### src/rtl/io_collect_reader.sv
// io_collect_reader: host-side initiator for the data-collection IO block.
// Sequence per transfer: start write, wait for interrupt (with timeout),
// paced burst read of the capture buffer into a 2-entry output buffer with a
// running checksum, acknowledge write, then drain and pulse done.
module io_collect_reader #(
    parameter logic [15:0] START_ADDR = 16'h5000,
    parameter logic [15:0] ACK_ADDR   = 16'h5001,
    parameter logic [15:0] BUF_BASE   = 16'h5500,
    parameter int          NUM_BYTES  = 256,
    parameter int          TIMEOUT    = 1024
) (
    input  logic        clk,
    input  logic        rst,
    input  logic        go,
    input  logic        interrupt,
    input  logic [7:0]  rd_data,
    output logic [15:0] addr,
    output logic        write_IO,
    output logic        read_IO,
    output logic        get_data,
    output logic [7:0]  byte_out,
    output logic [7:0]  byte_idx,
    output logic        byte_valid,
    input  logic        byte_ready,
    output logic        busy,
    output logic        done,
    output logic        timeout_err,
    output logic [7:0]  checksum
);

    localparam int              TW        = $clog2(TIMEOUT);
    localparam logic [TW-1:0]   WAIT_LAST = TW'(TIMEOUT - 1);
    localparam logic [8:0]      NB        = 9'(NUM_BYTES);

    typedef enum logic [2:0] {
        S_IDLE, S_START_WR, S_WAIT_IRQ, S_READ, S_ACK_WR, S_DRAIN
    } state_t;

    state_t        state_q, state_d;
    logic [15:0]   addr_q, addr_d;
    logic          write_q, write_d;
    logic          read_q, read_d;
    logic          pend_q, pend_d;       // a read was on the bus last cycle; its data lands now
    logic [8:0]    issue_q, issue_d;
    logic [8:0]    recv_q, recv_d;
    logic [TW-1:0] wait_q, wait_d;
    logic [7:0]    head_data_q, head_data_d, head_idx_q, head_idx_d;
    logic [7:0]    tail_data_q, tail_data_d, tail_idx_q, tail_idx_d;
    logic [1:0]    count_q, count_d;
    logic          valid_q, valid_d;
    logic [7:0]    checksum_q, checksum_d;
    logic          timeout_q, timeout_d;
    logic          done_q, done_d;
    logic          busy_q, busy_d;

    logic          pop, push;
    logic [1:0]    cnt_after_pop;
    logic [2:0]    occ;
    logic          can_issue;

    // Next-state, bus, buffer and checksum logic
    always_comb begin
        state_d     = state_q;
        addr_d      = addr_q;
        write_d     = 1'b0;
        read_d      = 1'b0;
        pend_d      = read_q;
        issue_d     = issue_q;
        recv_d      = recv_q;
        wait_d      = wait_q;
        head_data_d = head_data_q;
        head_idx_d  = head_idx_q;
        tail_data_d = tail_data_q;
        tail_idx_d  = tail_idx_q;
        checksum_d  = checksum_q;
        timeout_d   = timeout_q;
        done_d      = 1'b0;

        pop  = valid_q & byte_ready;
        push = pend_q;

        // Two-slot buffer: head is always the output register, tail refills it.
        cnt_after_pop = count_q - {1'b0, pop};
        if (pop) begin
            head_data_d = tail_data_q;
            head_idx_d  = tail_idx_q;
        end
        if (push) begin
            if (cnt_after_pop == 2'd0) begin
                head_data_d = rd_data;
                head_idx_d  = recv_q[7:0];
            end else begin
                tail_data_d = rd_data;
                tail_idx_d  = recv_q[7:0];
            end
            checksum_d = checksum_q + rd_data;
            recv_d     = recv_q + 9'd1;
        end
        count_d = cnt_after_pop + {1'b0, push};

        // Reads still on the bus or landing count against free space, so a
        // landing byte always finds a slot even if the consumer stalls.
        occ       = {1'b0, count_q} + {2'b0, read_q} + {2'b0, pend_q} - {2'b0, pop};
        can_issue = (issue_q < NB) && (occ < 3'd2);

        case (state_q)
            S_IDLE: begin
                if (go) begin
                    state_d    = S_START_WR;
                    checksum_d = 8'd0;
                    timeout_d  = 1'b0;
                    issue_d    = 9'd0;
                    recv_d     = 9'd0;
                    write_d    = 1'b1;
                    addr_d     = START_ADDR;
                end
            end
            S_START_WR: begin
                state_d = S_WAIT_IRQ;
                wait_d  = '0;
            end
            S_WAIT_IRQ: begin
                if (interrupt) begin
                    // First read goes out in the first READ cycle.
                    state_d = S_READ;
                    read_d  = 1'b1;
                    addr_d  = BUF_BASE;
                    issue_d = 9'd1;
                end else if (wait_q == WAIT_LAST) begin
                    timeout_d = 1'b1;
                    state_d   = S_ACK_WR;
                    write_d   = 1'b1;
                    addr_d    = ACK_ADDR;
                end else begin
                    wait_d = wait_q + TW'(1);
                end
            end
            S_READ: begin
                if (recv_d == NB) begin
                    state_d = S_ACK_WR;
                    write_d = 1'b1;
                    addr_d  = ACK_ADDR;
                end else if (can_issue) begin
                    read_d  = 1'b1;
                    addr_d  = BUF_BASE + {7'b0, issue_q};
                    issue_d = issue_q + 9'd1;
                end
            end
            S_ACK_WR: begin
                state_d = S_DRAIN;
            end
            S_DRAIN: begin
                if (count_q == 2'd0) begin
                    state_d = S_IDLE;
                    done_d  = 1'b1;
                end
            end
            default: state_d = S_IDLE;
        endcase

        valid_d = (count_d != 2'd0);
        busy_d  = (state_d != S_IDLE);
    end

    // State and registered outputs
    always_ff @(posedge clk or posedge rst) begin
        if (rst) begin
            state_q     <= S_IDLE;
            addr_q      <= 16'd0;
            write_q     <= 1'b0;
            read_q      <= 1'b0;
            pend_q      <= 1'b0;
            issue_q     <= 9'd0;
            recv_q      <= 9'd0;
            wait_q      <= '0;
            head_data_q <= 8'd0;
            head_idx_q  <= 8'd0;
            tail_data_q <= 8'd0;
            tail_idx_q  <= 8'd0;
            count_q     <= 2'd0;
            valid_q     <= 1'b0;
            checksum_q  <= 8'd0;
            timeout_q   <= 1'b0;
            done_q      <= 1'b0;
            busy_q      <= 1'b0;
        end else begin
            state_q     <= state_d;
            addr_q      <= addr_d;
            write_q     <= write_d;
            read_q      <= read_d;
            pend_q      <= pend_d;
            issue_q     <= issue_d;
            recv_q      <= recv_d;
            wait_q      <= wait_d;
            head_data_q <= head_data_d;
            head_idx_q  <= head_idx_d;
            tail_data_q <= tail_data_d;
            tail_idx_q  <= tail_idx_d;
            count_q     <= count_d;
            valid_q     <= valid_d;
            checksum_q  <= checksum_d;
            timeout_q   <= timeout_d;
            done_q      <= done_d;
            busy_q      <= busy_d;
        end
    end

    assign addr        = addr_q;
    assign write_IO    = write_q;
    assign read_IO     = read_q;
    assign get_data    = read_q;
    assign byte_out    = head_data_q;
    assign byte_idx    = head_idx_q;
    assign byte_valid  = valid_q;
    assign busy        = busy_q;
    assign done        = done_q;
    assign timeout_err = timeout_q;
    assign checksum    = checksum_q;

endmodule

### config.mk
export PLATFORM = sky130hd
export DESIGN_NAME = io_collect_reader
export DESIGN_NICKNAME = d
export VERILOG_FILES = /design/src/rtl/io_collect_reader.sv
export SDC_FILE = /design/constraint.sdc
export NUM_CORES = 1
export LEC_CHECK = 0
export BUFFER_PORTS_ARGS = -buffer_cell sky130_fd_sc_hd__buf_2
export CORE_UTILIZATION = 55
export DETAILED_ROUTE_END_ITERATION = 12
export PLACE_DENSITY = 0.76
export SYNTH_ARGS = -nofsm -noshare
export SYNTH_HDL_FRONTEND = slang
export SYNTH_SLANG_ARGS = --single-unit
### constraint.sdc
create_clock -name clk -period 9.6 [get_ports clk]
set_input_delay 0.48 -clock clk [delete_from_list [all_inputs] [get_ports clk]]
set_output_delay 0.48 -clock clk [all_outputs]
set_load 0.01 [all_outputs]
After elaboration in Yosys (flattened, before gate mapping)
Cells that the tools add are included.

storage, ports and cells
  register bits after elaboration = 96
  word-level logic and storage cells = 109
  output and inout port bits = 47

cells by class
  reduce and logical (&&, ||, !) cells = 14
  bitwise operators = 2
  order comparisons = 2
  add/subtract/negate cells = 10
  muxes and demuxes = 47
  equality and inequality tests = 16

operators with widths
  operator               count
  $mux 16                5
  $mux 8                 9
  $mux 9                 7
  $pmux 16 s3            1
  $pmux 9 s3             1
  $mux 10                2
  $pmux 10 s2            1
  $add 9x1->9 const B    2
  $pmux 3 s6             1
  $add 15x9->16 const A  1
  $mux 3                 5
  $ne 2x2->1 const B     7
  $mux 1                 12
  $add 10x1->10 const B  1
  $eq 10x10->1 const B   1
  $eq 9x9->1 const B     1
  $lt 9x9->1 const B     1
  $add 8x8->8            1
  $reduce_and 4->1       2
  $eq 3x2->1 const B     2
  $eq 3x3->1 const B     2
  $ne 3x3->1 const B     2
  $reduce_bool 2->1      3
  $reduce_bool 3->1      2
  17 further kinds       19

Depth between registers and ports, before layout
  word-level depth = 8
  depth in mapped cells = 14
  mapped depth without buffers = 13

Worst setup path after synthesis
No wires, ideal clock.

  path kind = input-to-reg
  start = input port byte_ready
  end = register issue_q[5]
  path buffers = 1
  path slack = 5797 ps
  required time = 9522 ps
  cell stages on the path = 14
  data arrival time = 3725 ps
  cells stage by stage = nand2_1 -> clkbuf_1 -> inv_1 -> ha_1 -> inv_1 -> ha_1 -> a21o_1 -> fa_1 -> xor2_1 -> a31oi_1 -> a21oi_1 -> nand4_1 -> or3_1 -> a21oi_1

on the way
  word-level cells in the longest chain between the ends = 6

ends and longest elaborated chain
  element                     RTL line  text
  start: declaration          24        input logic byte_ready,
  $and 1x1->1                 79        pop = valid_q & byte_ready;
  $sub 3x1->3                 103       occ = {1'b0, count_q} + {2'b0, read_q} + {2'b0, pend_q} - {2'b0, pop};
  $lt 3x2->1                  104       can_issue = (issue_q < NB) && (occ < 3'd2);
  $logic_and 1x1->1           104
  $ne 2x2->1 (no line)        -
  $reduce_and 5->1 (no line)  -
  end signal: assignment      192       issue_q <= issue_d;
  end: declaration            44        logic [8:0] issue_q, issue_d;

No other way between the ends.
A chain may end at the register's enable or synchronous reset.

Final worst setup path
  start = register valid_q (netlist: byte_valid)
  end = register issue_q[5]

on the way
  word-level cells in the longest chain between the ends = 6

ends and longest elaborated chain
  element                     RTL line  text
  start: declaration          50        logic valid_q, valid_d;
  start signal: assignment    200       valid_q <= valid_d;
  $and 1x1->1                 79
  $sub 3x1->3                 103
  $lt 3x2->1                  104
  $logic_and 1x1->1           104
  $ne 2x2->1 (no line)        -
  $reduce_and 5->1 (no line)  -

No other way between the ends.

==> impl_results.html <==
<table>
<tr><th>Metric</th><th>Value</th></tr>
<tr><th colspan="2">Global routing</th></tr>
<tr><td>Vias in the first global route</td><td>3303</td></tr>
<tr><td>Pin count of the biggest net entering global routing</td><td>50</td></tr>
<tr><td>First-pass GRT wire length</td><td>15600 µm</td></tr>
<tr><td>Remaining global-route overflow</td><td>0</td></tr>
<tr><td>Gr usage total</td><td>22.7%</td></tr>
<tr><td>Initial antenna violation count</td><td>0</td></tr>
<tr><th colspan="2">CTS</th></tr>
<tr><td>Post-CTS Setup Bufs</td><td>0</td></tr>
<tr><td>CTS tree</td><td>done</td></tr>
<tr><td>Post-cts repair resize count</td><td>0</td></tr>
<tr><td>Maximum root-to-sink buffer count</td><td>2</td></tr>
<tr><td>Clock tree sinks</td><td>92</td></tr>
<tr><td>Clock transition time at the flip-flop clock pins of the worst setup and hold paths</td><td>0.09 ns</td></tr>
<tr><td>Depth of the CTS H-tree</td><td>3</td></tr>
<tr><td>Hold bufs inserted after CTS</td><td>0</td></tr>
<tr><td>Cell chosen for the clock root</td><td>clkbuf_8</td></tr>
<tr><td>Clock latency on the worst-skew pair</td><td>0.36 ns</td></tr>
<tr><td>Num CTS Buffers</td><td>9</td></tr>
<tr><th colspan="2">Worst setup path</th></tr>
<tr><td>Number of cell instances on the worst register-to-register path</td><td>13</td></tr>
<tr><td>RR Startpoint</td><td>byte_valid$_DFF_PP0_</td></tr>
<tr><td>Required @ worst endpoint</td><td>9.88 ns</td></tr>
<tr><td>Delay of the slowest critical-path stage</td><td>0.69 ns</td></tr>
<tr><td>Data arrival at the endpoint of the critical path</td><td>4.39 ns</td></tr>
<tr><td>Dominant delay contributor by cell family on the critical path</td><td>simple AND/OR/NAND/NOR gates</td></tr>
<tr><td>Worst r2r dst</td><td>issue_q[5]$_DFFE_PP0P_</td></tr>
<tr><td>Crit path max fanout</td><td>17</td></tr>
<tr><td>Crit end category</td><td>flip-flop</td></tr>
<tr><td>Kind of start point of the critical path</td><td>flip-flop</td></tr>
<tr><td>Master of the slowest instance on the critical path</td><td>nand2_1</td></tr>
<tr><td>Cell breakdown of the critical path</td><td>nand2_1 &gt; inv_1 &gt; ha_1 &gt; inv_1 &gt; ha_1 &gt; a21o_1 &gt; fa_1 &gt; xor2_1 &gt; a31oi_1 &gt; a21oi_1 &gt; nand4_1 &gt; or3_1 &gt; a21oi_1</td></tr>
<tr><td>Worst R2R Setup Slack</td><td>5.49 ns</td></tr>
<tr><td>Buffering stage count on the worst path with inverters included</td><td>2</td></tr>
<tr><td>Worst Path Class, Setup</td><td>flip-flop to flip-flop</td></tr>
<tr><th colspan="2">Timing</th></tr>
<tr><td>Final-report setup violation count</td><td>0</td></tr>
<tr><td>Highest clock frequency the design can meet</td><td>243 MHz</td></tr>
<tr><td>RSZ-0062 raised after global routing</td><td>no</td></tr>
<tr><td>Setup tns final</td><td>0 ns</td></tr>
<tr><td>Fin Clk Skew</td><td>0.00991 ns</td></tr>
<tr><td>Time the worst path needs with I/O delays and setup</td><td>4.11 ns</td></tr>
<tr><td>Final critical-path share of the clock period</td><td>42.8%</td></tr>
<tr><td>Transition time at the pin with the least slew margin</td><td>1.15 ns</td></tr>
<tr><td>Fin. Hold Viols</td><td>0</td></tr>
<tr><td>Tightest hold margin</td><td>0.210 ns</td></tr>
<tr><td>Final-report max-slew violation count</td><td>0</td></tr>
<tr><td>Worst Slack Setup Final</td><td>5.49 ns</td></tr>
<tr><td>Worst slew margin relative to its limit</td><td>23.2%</td></tr>
<tr><th colspan="2">Logic synthesis</th></tr>
<tr><td>Syn_area_per_cell</td><td>10.3 µm²</td></tr>
<tr><td>Synthesized area</td><td>4680 µm²</td></tr>
<tr><td>EDFF count, synth</td><td>0</td></tr>
<tr><td>Number of distinct library cells after synthesis</td><td>58</td></tr>
<tr><td>Predominant post-synthesis flop cell</td><td>dfrtp_1</td></tr>
<tr><td>Number of warnings reported in the yosys synthesis log</td><td>0</td></tr>
<tr><td>Async S/R FF share, synth</td><td>100%</td></tr>
<tr><td>Count of mapped cells out of synthesis</td><td>453</td></tr>
<tr><td>Part of the Yosys area used for sequential elements</td><td>49.2%</td></tr>
<tr><td>Synthesis-stage register bit count</td><td>92</td></tr>
<tr><th colspan="2">Die</th></tr>
<tr><td>Die boundary height</td><td>94.2 µm</td></tr>
<tr><td>Die W</td><td>94.2 µm</td></tr>
<tr><td>Effective utilization at floorplan</td><td>56.9%</td></tr>
<tr><td>Area of the core region</td><td>8220 µm²</td></tr>
<tr><td>Site Rows</td><td>33</td></tr>
<tr><td>Count of pins on the block boundary</td><td>60</td></tr>
<tr><td>Die footprint</td><td>8880 µm²</td></tr>
<tr><th colspan="2">Drt</th></tr>
<tr><td>Vias after detailed routing</td><td>3428</td></tr>
<tr><td>Drt wl/cell</td><td>14.7 µm</td></tr>
<tr><td>Total wire length</td><td>8950 µm</td></tr>
<tr><td>Iter 0 DRT Violations</td><td>119</td></tr>
<tr><td>Vias per std cell</td><td>5.62</td></tr>
<tr><td>Post-detailed-route DRC marker count</td><td>0</td></tr>
<tr><td>Iteration count of the initial detailed-routing pass</td><td>4</td></tr>
<tr><td>Residual antenna-violating net count after detailed routing</td><td>0</td></tr>
<tr><th colspan="2">Pwr</th></tr>
<tr><td>Total internal power</td><td>1.02 mW</td></tr>
<tr><td>Power density over cell area</td><td>321 nW/µm²</td></tr>
<tr><td>Share of total power consumed by net switching</td><td>38.5%</td></tr>
<tr><td>Leak pwr</td><td>2.46 nW</td></tr>
<tr><td>Overall power</td><td>1.66 mW</td></tr>
<tr><td>Part of the power in combinational logic</td><td>43.8%</td></tr>
<tr><td>Worst supply voltage drop on vdd</td><td>205 µV</td></tr>
<tr><td>Net switching power</td><td>0.641 mW</td></tr>
<tr><td>Clock network fraction of design power</td><td>15.9%</td></tr>
<tr><td>Reg power frac</td><td>40.3%</td></tr>
<tr><th colspan="2">Finish</th></tr>
<tr><td>Area overhead of the layout relative to synthesis</td><td>11.0%</td></tr>
<tr><td>Fraction of final layout cells with drive strength greater than 1</td><td>20.0%</td></tr>
<tr><td>Count of non-filler cells in the finished layout</td><td>610</td></tr>
<tr><td>Number of inserted diodes</td><td>0</td></tr>
<tr><td>Final #Nets</td><td>529</td></tr>
<tr><td>Total non-filler cell area in the finished layout</td><td>5190 µm²</td></tr>
<tr><td>Fraction of the core area covered by cells at the end of the flow</td><td>63.2%</td></tr>
<tr><th colspan="2">Place</th></tr>
<tr><td>Routability cong.</td><td>0.805</td></tr>
<tr><td>Port-buffer cells</td><td>56</td></tr>
<tr><td>Instance area at placement</td><td>4990 µm²</td></tr>
<tr><td>Cell Count Post-Placement</td><td>594</td></tr>
<tr><td>Post-Place Setup Slack</td><td>5.27 ns</td></tr>
<tr><td>Post-detailed-placement half-perimeter wirelength</td><td>6240 µm</td></tr>
<tr><th colspan="2">Hold path</th></tr>
<tr><td>Kind of path behind the tightest hold check</td><td>primary input to async pin</td></tr>
<tr><th colspan="2">Flow run</th></tr>
<tr><td># Max-Cap Violations</td><td>0</td></tr>
<tr><th colspan="2">Outcome</th></tr>
<tr><td>Status</td><td>finished, final reports clean</td></tr>
</table>
## registers in the layout (all words and copies together) (netlist names), 2 cells and up
register     count
count_q          2
tail_idx_q       8
byte_out         8
tail_data_q      8
wait_q          10
addr            12
state_q          3
recv_q           9
issue_q          9
byte_idx         8
checksum         8
## Yosys cell counts, types with 3 or more instances
library cell   n  share of area (%)
clkbuf_1      14                1.1
nand2b_1       4               0.53
mux2i_1       30                6.4
nand3_1       15                1.6
nor2_1        58                4.7
nand4_1        6               0.80
o211ai_1       3               0.48
and2_1         3               0.40
o21ai_1        5               0.53
mux2_2        18                4.3
buf_4          6               0.96
nor3_1         7               0.75
inv_1         24                1.9
and3_1         5               0.67
a21o_1         3               0.48
dfrtp_1       92                 49
nand2_1       25                2.0
nor3b_1        4               0.64
or3_1         10                1.3
o21ai_0        6               0.64
a21oi_1       36                3.9
ha_1          14                3.7
xor2_1         6                1.1
buf_6          3               0.72
xnor2_1       16                3.0
## worst max path at each step
stage                              start                     end  slack, ns  cells after the start
floorplan                     byte_ready  issue_q[5]$_DFFE_PP0P_       5.80                     14
global placement              byte_ready     addr[0]$_DFFE_PP0P_       5.34                     12
detailed placement            byte_ready     addr[0]$_DFFE_PP0P_       5.27                     12
CTS                 byte_valid$_DFF_PP0_     addr[0]$_DFFE_PP0P_       5.46                     11
global route        byte_valid$_DFF_PP0_     addr[0]$_DFFE_PP0P_       5.19                     11
finish              byte_valid$_DFF_PP0_  issue_q[5]$_DFFE_PP0P_       5.49                     13
## layout by cell type (no fill, tap or decap), types with 3 or more instances in the layout
master    instances
or3_1            10
nand3_1          15
clkbuf_8         11
o21ai_1           5
nor3_1            7
o21ai_0           6
nor3b_1           3
nand2b_1          4
nand4_1           6
xnor2_1          16
conb_1            3
ha_1             14
clkinv_2          3
and3_1            5
a21o_1            3
nor2_1           58
mux2_2           18
inv_1            23
o211ai_1          3
mux2i_1          30
buf_4             4
xor2_1            6
dfrtp_1          92
and2_1            3
nand2_1          25
a21oi_1          36
buf_2            56
## layout make-up
cell class	instances	area, µm²
clock buffers	12	155
multi-input cells	313	2150
inverters	24	91.3
clock inverters	4	47.5
fillers	682	3030
flip-flops and latches	92	2300
well taps	105	131
repair buffers	60	310
## metal layers
layer / part of all wire (%) / up-vias / track usage [%] / wire length, µm
li1: - / 1668 / - / -
met3: 3.6 / 15 / 3.80 / 325
met2: 48 / 80 / 35.9 / 4280
met1: 47 / 1665 / 31.0 / 4210
met4: 1.6 / 0 / 8.85 / 140
met5: 0 / - / 0 / 0
## power by group through the flow
stage                     clock network [mW]  registers [mW]  logic [mW]
after floorplan                            0           0.657       0.566
after global placement                     0           0.670       0.703
after detailed placement                   0           0.679       0.728
after CTS                              0.272           0.672       0.736
after global routing                   0.287           0.695       0.820
final                                  0.265           0.671       0.728
## kinds of logic after synthesis
group	count (synthesis)	synth area share, %
simple gates	150	15.7
flops	92	49.2
compound gates	73	10.3
buf+inv	50	5.03
mux	49	11.0
xor+xnor	22	4.12
fa+ha+maj	16	4.60
other cells	1	0.0802
(Power assumes the default switching activity.)
